$ cat src/rtl/wb_pkg.sv
// Shared defaults and encodings for the write-back stage.
// No logic: constants, source indices and the head/skid occupancy encoding.
// No flow control of its own.
package wb_pkg;

  localparam int WB_DATA_W = 16;
  localparam int WB_ADDR_W = 3;
  localparam int WB_N_SRC  = 4;

  // Conventional meaning of each write-back source slot.
  localparam int WB_SRC_ALU  = 0;
  localparam int WB_SRC_MEM  = 1;
  localparam int WB_SRC_IMM  = 2;
  localparam int WB_SRC_PORT = 3;

  // Occupancy as {head_v, skid_v}; 2'b01 cannot occur.
  typedef enum logic [1:0] {
    WB_EMPTY = 2'b00,
    WB_ONE   = 2'b10,
    WB_TWO   = 2'b11
  } wb_state_e;

endpackage

$ cat src/rtl/wb_src_mux.sv
// Selects one of N_SRC packed write-back sources; out-of-range selector gives zero.
// Latency: combinational.
// Backpressure: none, pure datapath.
module wb_src_mux #(
  parameter int N_SRC  = 4,
  parameter int DATA_W = 16,
  localparam int SEL_W = $clog2(N_SRC)
) (
  input  logic [N_SRC*DATA_W-1:0] src_dat,
  input  logic [SEL_W-1:0]        sel,
  output logic [DATA_W-1:0]       wb_dat
);

  // Priority-free one-hot match; no match (selector >= N_SRC) leaves zero.
  always_comb begin
    wb_dat = '0;
    for (int k = 0; k < N_SRC; k++) begin
      if (int'(sel) == k) begin
        wb_dat = src_dat[k*DATA_W +: DATA_W];
      end
    end
  end

endmodule

$ cat src/rtl/wb_stage_skid_buffer.sv
// EX/MEM->WB register with a 2-entry skid, flush, write-back mux and forwarding tap.
// Latency: 1 cycle from accept to head outputs; 1 entry/cycle while i_ready is high.
// Backpressure: o_ready = !skid_v, purely registered; second entry lands in skid, never dropped.
module wb_stage_skid_buffer
  import wb_pkg::*;
#(
  parameter int DATA_W = WB_DATA_W,
  parameter int ADDR_W = WB_ADDR_W,
  parameter int N_SRC  = WB_N_SRC,
  localparam int SEL_W = $clog2(N_SRC)
) (
  input  logic                    i_clk,
  input  logic                    i_reset,
  input  logic                    i_flush,
  input  logic                    i_valid,
  output logic                    o_ready,
  input  logic [N_SRC*DATA_W-1:0] i_src_data,
  input  logic [SEL_W-1:0]        i_wb_selector,
  input  logic                    i_write_back,
  input  logic [ADDR_W-1:0]       i_write_addr,
  output logic                    o_valid,
  input  logic                    i_ready,
  output logic [DATA_W-1:0]       o_wb_data,
  output logic [SEL_W-1:0]        o_wb_selector,
  output logic [ADDR_W-1:0]       o_write_addr,
  output logic                    o_write_back,
  output logic                    o_fwd_valid,
  output logic [ADDR_W-1:0]       o_fwd_addr,
  output logic [DATA_W-1:0]       o_fwd_data
);

  logic                    head_v_q,    head_v_d;
  logic [N_SRC*DATA_W-1:0] head_src_q,  head_src_d;
  logic [SEL_W-1:0]        head_sel_q,  head_sel_d;
  logic                    head_wb_q,   head_wb_d;
  logic [ADDR_W-1:0]       head_addr_q, head_addr_d;

  logic                    skid_v_q,    skid_v_d;
  logic [N_SRC*DATA_W-1:0] skid_src_q,  skid_src_d;
  logic [SEL_W-1:0]        skid_sel_q,  skid_sel_d;
  logic                    skid_wb_q,   skid_wb_d;
  logic [ADDR_W-1:0]       skid_addr_q, skid_addr_d;

  logic accept;
  logic drain;

  // Next-state for head/skid occupancy and payload; flush squashes everything.
  always_comb begin
    accept      = i_valid & ~skid_v_q;
    drain       = head_v_q & i_ready;

    head_v_d    = head_v_q;
    head_src_d  = head_src_q;
    head_sel_d  = head_sel_q;
    head_wb_d   = head_wb_q;
    head_addr_d = head_addr_q;
    skid_v_d    = skid_v_q;
    skid_src_d  = skid_src_q;
    skid_sel_d  = skid_sel_q;
    skid_wb_d   = skid_wb_q;
    skid_addr_d = skid_addr_q;

    case ({head_v_q, skid_v_q})
      WB_EMPTY: begin
        if (accept) begin
          head_v_d    = 1'b1;
          head_src_d  = i_src_data;
          head_sel_d  = i_wb_selector;
          head_wb_d   = i_write_back;
          head_addr_d = i_write_addr;
        end
      end
      WB_ONE: begin
        if (accept && drain) begin
          head_src_d  = i_src_data;
          head_sel_d  = i_wb_selector;
          head_wb_d   = i_write_back;
          head_addr_d = i_write_addr;
        end else if (accept) begin
          skid_v_d    = 1'b1;
          skid_src_d  = i_src_data;
          skid_sel_d  = i_wb_selector;
          skid_wb_d   = i_write_back;
          skid_addr_d = i_write_addr;
        end else if (drain) begin
          head_v_d    = 1'b0;
        end
      end
      WB_TWO: begin
        if (drain) begin
          head_src_d  = skid_src_q;
          head_sel_d  = skid_sel_q;
          head_wb_d   = skid_wb_q;
          head_addr_d = skid_addr_q;
          skid_v_d    = 1'b0;
        end
      end
      default: begin
        // Unreachable skid-only state: recover to empty.
        head_v_d = 1'b0;
        skid_v_d = 1'b0;
      end
    endcase

    if (i_flush) begin
      head_v_d  = 1'b0;
      skid_v_d  = 1'b0;
      head_wb_d = 1'b0;
      skid_wb_d = 1'b0;
    end
  end

  // State registers; reset zeroes every stored field.
  always_ff @(posedge i_clk) begin
    if (i_reset) begin
      head_v_q    <= 1'b0;
      head_src_q  <= '0;
      head_sel_q  <= '0;
      head_wb_q   <= 1'b0;
      head_addr_q <= '0;
      skid_v_q    <= 1'b0;
      skid_src_q  <= '0;
      skid_sel_q  <= '0;
      skid_wb_q   <= 1'b0;
      skid_addr_q <= '0;
    end else begin
      head_v_q    <= head_v_d;
      head_src_q  <= head_src_d;
      head_sel_q  <= head_sel_d;
      head_wb_q   <= head_wb_d;
      head_addr_q <= head_addr_d;
      skid_v_q    <= skid_v_d;
      skid_src_q  <= skid_src_d;
      skid_sel_q  <= skid_sel_d;
      skid_wb_q   <= skid_wb_d;
      skid_addr_q <= skid_addr_d;
    end
  end

  wb_src_mux #(
    .N_SRC  (N_SRC),
    .DATA_W (DATA_W)
  ) u_mux (
    .src_dat (head_src_q),
    .sel     (head_sel_q),
    .wb_dat  (o_wb_data)
  );

  assign o_ready       = ~skid_v_q;
  assign o_valid       = head_v_q;
  assign o_wb_selector = head_sel_q;
  assign o_write_addr  = head_addr_q;
  // Bubbles never write the register file.
  assign o_write_back  = head_v_q & head_wb_q;
  assign o_fwd_valid   = o_write_back;
  assign o_fwd_addr    = head_addr_q;
  assign o_fwd_data    = o_wb_data;

endmodule

$ cat config.mk
export PLATFORM = sky130hd
export DESIGN_NAME = wb_stage_skid_buffer
export DESIGN_NICKNAME = d
export VERILOG_FILES = /design/src/rtl/wb_pkg.sv /design/src/rtl/wb_src_mux.sv /design/src/rtl/wb_stage_skid_buffer.sv
export SDC_FILE = /design/constraint.sdc
export NUM_CORES = 1
export LEC_CHECK = 0
export ABC_CLOCK_PERIOD_IN_PS = 2300
export CAP_MARGIN = 20
export CELL_PAD_IN_SITES_DETAIL_PLACEMENT = 1
export CELL_PAD_IN_SITES_GLOBAL_PLACEMENT = 1
export CORE_ASPECT_RATIO = 1.75
export CORE_MARGIN = 4
export CORE_UTILIZATION = 40
export DETAILED_ROUTE_END_ITERATION = 10
export PLACE_DENSITY = 0.76
export SETUP_SLACK_MARGIN = 0.1
export SYNTH_ARGS = -nofsm -noshare
export SYNTH_HDL_FRONTEND = slang
export SYNTH_HIERARCHICAL = 1
export SYNTH_SLANG_ARGS = --single-unit
$ cat constraint.sdc
create_clock -name i_clk -period 2.3 [get_ports i_clk]
set_input_delay 0.46 -clock i_clk [delete_from_list [all_inputs] [get_ports i_clk]]
set_output_delay 0.46 -clock i_clk [all_outputs]
set_load 0.05 [all_outputs]
# Word-level counts from Yosys, hierarchy flattened
# Cells that the tools add are included.
[op_classes] n_eq_ne=12 muxes=27 bitwise_logic=7 reduce_logical=9
[ops] op="64-bit 2-to-1 mux" count=3
[ops] op="64-bit one-hot mux with 3 select lines" count=1
[ops] op="16-bit 2-to-1 mux" count=4
[ops] op="2-bit != test, second input constant" count=7
[ops] op="3-bit 2-to-1 mux" count=3
[ops] op="1-bit one-hot mux with 3 select lines" count=3
[ops] op="3-bit one-hot mux with 3 select lines" count=1
[ops] op="2-bit == test, second input constant" count=4
[ops] op="1-bit 2-to-1 mux" count=8
[ops] op="4-bit AND reduction" count=2
[ops] op="2-bit 2-to-1 mux" count=3
[ops] op="2-bit one-hot mux with 3 select lines" count=1
[ops] op="5-bit AND reduction" count=1
[ops] op="2-bit zero test" count=2
[ops] op="1-bit inverter" count=4
[ops] op="1-bit AND" count=3
[ops] op="3-bit AND reduction" count=1
[ops] op="3-bit nonzero test" count=1
[ops] op="2-bit by 1-bit == test with 1-bit output, second input constant" count=1
[ops] op="2-bit OR reduction" count=1
[ops] op="1-bit logical AND" count=1
[totals] ff_bits=142 in_bits=75 out_inout_bits=44 elab_cells=65

# Logic depth before layout (Yosys ltp)
[logic_depth] depth_word=5 mapped_depth=9 ltp_nobuf=6

# By module
# Netlist, hierarchy kept.
[modules_own_cells] mod="wb_stage_skid_buffer" n_inst=1 cells_each=668 area_each_um2=6288.5 seq_area_each_um2=2842.7
[modules_own_cells] mod="wb_src_mux" n_inst=1 cells_each=20 area_each_um2=424.2 seq_area_each_um2=0.0

# Worst setup path before layout
# OpenSTA, ideal clock, no wires.
[synth_path] path_type="flip-flop to output port" from="register head_sel_q[0], in the netlist o_wb_selector[0]" to="output port o_wb_data[0]" arrival_ns=1.972 t_required_ns=1.840 path_slack_ns=-0.132 path_stages_with_launch=4 n_path_buf=2 path_cell_list="dfxtp_1 -> buf_6 -> mux4_1 -> buf_4"
[synth_via] elab_chain_cells=5 elab_cells_between_ends=8 cone_classes="3 x eq/ne; 4 x mux; 1 x reduce/logical"
[synth_lines] item="start: declaration" line_no="wb_stage_skid_buffer.sv:34" rtl="logic [SEL_W-1:0] head_sel_q, head_sel_d;"
[synth_lines] item="start signal: assignment" line_no="wb_stage_skid_buffer.sv:129" rtl="head_sel_q <= head_sel_d;"
[synth_lines] item="2-bit zero test" line_no="wb_src_mux.sv:18" rtl="if (int'(sel) == k) begin"
[synth_lines] item="16-bit 2-to-1 mux (3 in a row)" line_no="wb_src_mux.sv:18"
[synth_lines] item="16-bit 2-to-1 mux *" line_no="wb_src_mux.sv:18"
[synth_lines] item="end: declaration" line_no="wb_stage_skid_buffer.sv:23" rtl="output logic [DATA_W-1:0] o_wb_data,"
# Mark *: on every way between the ends. The rest lies on a longest branch, timed or not.

# Final worst setup path
[layout_path] from="register head_sel_q[0], in the netlist o_wb_selector[0]" to="output port o_fwd_data[6]"
[layout_via] elab_chain_cells=5 elab_cells_between_ends=8 cone_classes="3 x eq/ne; 4 x mux; 1 x reduce/logical"
[layout_lines] item="2-bit zero test" line_no="wb_src_mux.sv:18"
[layout_lines] item="16-bit 2-to-1 mux (3 in a row)" line_no="wb_src_mux.sv:18"
[layout_lines] item="16-bit 2-to-1 mux *" line_no="wb_src_mux.sv:18"
[layout_lines] item="end: declaration" line_no="wb_stage_skid_buffer.sv:29" rtl="output logic [DATA_W-1:0] o_fwd_data"
# Marked as above.

==> results.py <==
metrics = {
    "run_status": {
        "status": "finished, final reports clean",
    },
    "min_path": {
        "hold_class": "reg2reg",
        "min_to": "skid_src_q[46]$_SDFFE_PP0P_",
        "hold_start": "skid_src_q[46]$_SDFFE_PP0P_",
        "hold_depth": 2,
    },
    "cells_and_area": {
        "fillers": 1844,
        "post_layout_nonfiller_instances": 998,
        "drive_above_1_share": 0.237,
        "area_growth_pct": 28.9,
        "nNetsFinal": 840,
    },
    "timing": {
        "rsz0062_at_grt": "yes",
        "drv_slew": 0,
        "setup_violations": 0,
        "max_freq_mhz": 449,
        "tightest_slew_ns": 0.522,
        "hold_viol": 0,
        "fin_crit_sh": 0.967,
        "fin_setup_tns_ns": 0,
        "skew_ns": 0.00718,
        "slew_headroom": 0.651,
        "period_minus_slack_ns": 2.23,
    },
    "critical_path": {
        "crit_family": "multiplexers",
        "crit_slowest_cell": "mux4_2",
        "critPathLaunchType": "register",
        "path_class": "reg2out",
        "r2r_end": "head_src_q[23]$_SDFFE_PP0P_",
        "cp-end-kind": "output pin",
        "critPathBufInv": 2,
        "required_ns": 1.84,
        "path_max_fanout": 5,
        "rr_worst_depth": 6,
        "critPathArrivalTime_ns": 1.77,
        "regToRegSetupSlack_ns": 0.33,
        "max_stage_delay_ns": 0.60,
        "cp_cell_sequence": "buf_6, mux4_2, buf_8",
        "r2r_start": "o_valid$_SDFFE_PP0P_",
    },
    "clock_tree": {
        "cts_max_level": 4,
        "cts_sinks": 142,
        "clock_path_buffers": 2,
        "clk_pin_slew_ns": 0.06,
        "root_buffer": "clkbuf_16",
        "cts_buffers": 17,
        "cts_tree": "done",
        "clk_latency_ns": 0.42,
    },
    "power_and_ir_drop": {
        "p_per_area_nw_per_um2": 892,
        "leakagePower_nw": 2.87,
        "worst_ir_drop_vdd_mv": 0.492,
    },
    "placed_design": {
        "io_buffers": 118,
        "gp_congestion": 0.757,
        "place_inst": 964,
        "dp_hpwl_um": 13700,
    },
    "die": {
        "io_pins": 119,
        "start_util": 0.408,
        "die_h_um": 179,
        "row_count": 62,
        "die_area_um2": 19000,
        "core-area_um2": 16400,
        "die_w_um": 106,
    },
    "global_route": {
        "gr-total-overflow": 0,
        "track_usage": 0.218,
        "grt_max_degree": 71,
        "grt_pass1_vias": 5844,
        "grt_pass1_wl_um": 32000,
        "antenna_found_initial": 1,
    },
    "routing": {
        "wl_per_cell_um": 20.5,
        "drc": 0,
        "first_pass_iters": 4,
        "drt_iter0_drc": 222,
        "wl_um": 20500,
        "via_per_inst": 5.46,
        "vias": 5449,
        "ant_nets": 0,
    },
    "yosys": {
        "synthCells": 688,
        "ys_seq_area_frac": 0.423,
        "syn_nets": 766,
        "synth_xor_area_frac": 0,
        "synth_seq_cells": 142,
        "yosys.area_share.simple": 0.0882,
        "synth_top_family_by_area": "compound AO/OA/AOI/OAI gates",
        "syn_avg_cell_area_um2": 9.76,
        "yosysUniqueCellTypes": 29,
        "synth-compound-area-share": 0.245,
        "synth-adder-area-share": 0.00559,
        "synth_area_um2": 6710,
        "synthMuxAreaShare": 0.161,
        "synth_warnings": 6,
    },
    "run": {
        "maxCapViolCount": 0,
    },
}
## placed cells by master (no fill, tap or decap), types with 2 or more instances in the layout
master / instances
bufinv_16: 5
mux2i_1: 70
clkdlybuf4s50_1: 79
dlygate4sd2_1: 2
dfxtp_1: 140
dfxtp_4: 2
buf_6: 23
a21oi_1: 143
nand2_1: 141
a211oi_2: 70
ha_1: 2
clkinv_4: 3
clkbuf_16: 17
buf_12: 13
mux4_2: 15
buf_8: 2
inv_1: 3
clkbuf_1: 2
buf_4: 21
## worst max path at each step
stage | from | endpoint | slack, ns | depth (start not counted)
final | o_wb_selector[0]$_SDFFE_PP0P_ | o_fwd_data[6] | 0.07 | 3
after global routing | o_wb_selector[0]$_SDFFE_PP0P_ | o_fwd_data[6] | 0.05 | 3
after CTS | o_wb_selector[0]$_SDFFE_PP0P_ | o_fwd_data[13] | 0.05 | 3
after detailed placement | i_ready | head_src_q[52]$_SDFFE_PP0P_ | 0.12 | 6
after global placement | i_ready | head_src_q[61]$_SDFFE_PP0P_ | 0.21 | 6
after floorplan | o_wb_selector[0]$_SDFFE_PP0P_ | o_wb_data[0] | 0.05 | 3
## layout make-up
class	instances	area, um2	area share
diodes	1	2.50	0.000289
clock buffers	20	447	0.0516
clock inverters	10	189	0.0218
inverters	3	11.3	0.00130
multi-input cells	458	3360	0.388
flip-flops and latches	142	2850	0.329
well taps	224	280	0.0324
repair buffers	140	1520	0.175
## layer usage
metal,track usage,part of all wire,vias to the layer above
li1,-,-,2571
met1,0.246,0.38,2704
met2,0.401,0.54,141
met3,0.0376,0.039,33
met4,0.0994,0.037,0
met5,0,0,-
## timing repair
item	CTS	global route
gates resized for setup	16	19
cloned	0	0
setup buffers	2	1
hold buffers	0	0
endpoints found under the setup margin	34	24
## power breakdown
group / internal [mW] / total (mW) / switching, mW
Combinational: 0.756 / 1.91 / 1.16
Clock: 1.94 / 3.01 / 1.07
Sequential: 2.65 / 2.79 / 0.145
## cells by family (layout without fill, tap and decap cells)
kind of cell    Yosys count  in the layout
mux                      86             86
fa+ha+maj                 3              3
flops                   142            142
other cells               0              1
simple gates            150            150
compound gates          219            219
buf+inv                  88            173
## per-stage QoR
step	power [mW]	worst slack (ns)	cell area, um2	util	hold slack [ns]
after detailed placement	4.65	0.118	7900	0.480	0.447
after global placement	4.59	0.207	7900	0.480	0.441
after global routing	7.99	0.0541	8650	0.526	0.463
after floorplan	4.12	0.0506	6720	-	0.434
after CTS	7.70	0.0532	8570	0.521	0.445
final	7.72	0.0749	8650	0.526	0.456
## synth_stat cells (all sizes together)
master / count / share of area
mux4: 16 / 0.057
and3: 2 / 0.0019
nand3: 1 / 0.00074
a21oi: 143 / 0.11
inv: 3 / 0.0017
buf: 47 / 0.054
mux2i: 70 / 0.10
dfxtp: 142 / 0.42
ha: 3 / 0.0056
a31oi: 1 / 0.00093
nand2b: 1 / 0.00093
a211oi: 71 / 0.13
a41o: 1 / 0.0015
nor2b: 1 / 0.0020
o21ai: 1 / 0.00074
o21ba: 1 / 0.0015
a22oi: 1 / 0.0019
nor2: 1 / 0.00056
clkbuf: 38 / 0.021
nand2: 141 / 0.079
or2: 1 / 0.00093
and2: 2 / 0.0022
## state kept, by name (all words and copies together) (netlist names)
name and count:
skid_addr_q 3, skid_wb_q 1, o_valid 1, skid_src_q 64, head_src_q 64, o_fwd_addr 3, head_wb_q 1, skid_sel_q 2
skid_v_q 1, o_wb_selector 2
## worst register-to-register path, delay by kind of cell (launching register included)
family	cells	cell delay, ns
AOI/OAI and AO/OA	3	0.73
buffers and inverters	2	0.40
adders and majority gates	1	0.27
DFF	1	0.48
Power figures use the tool's default switching activity.
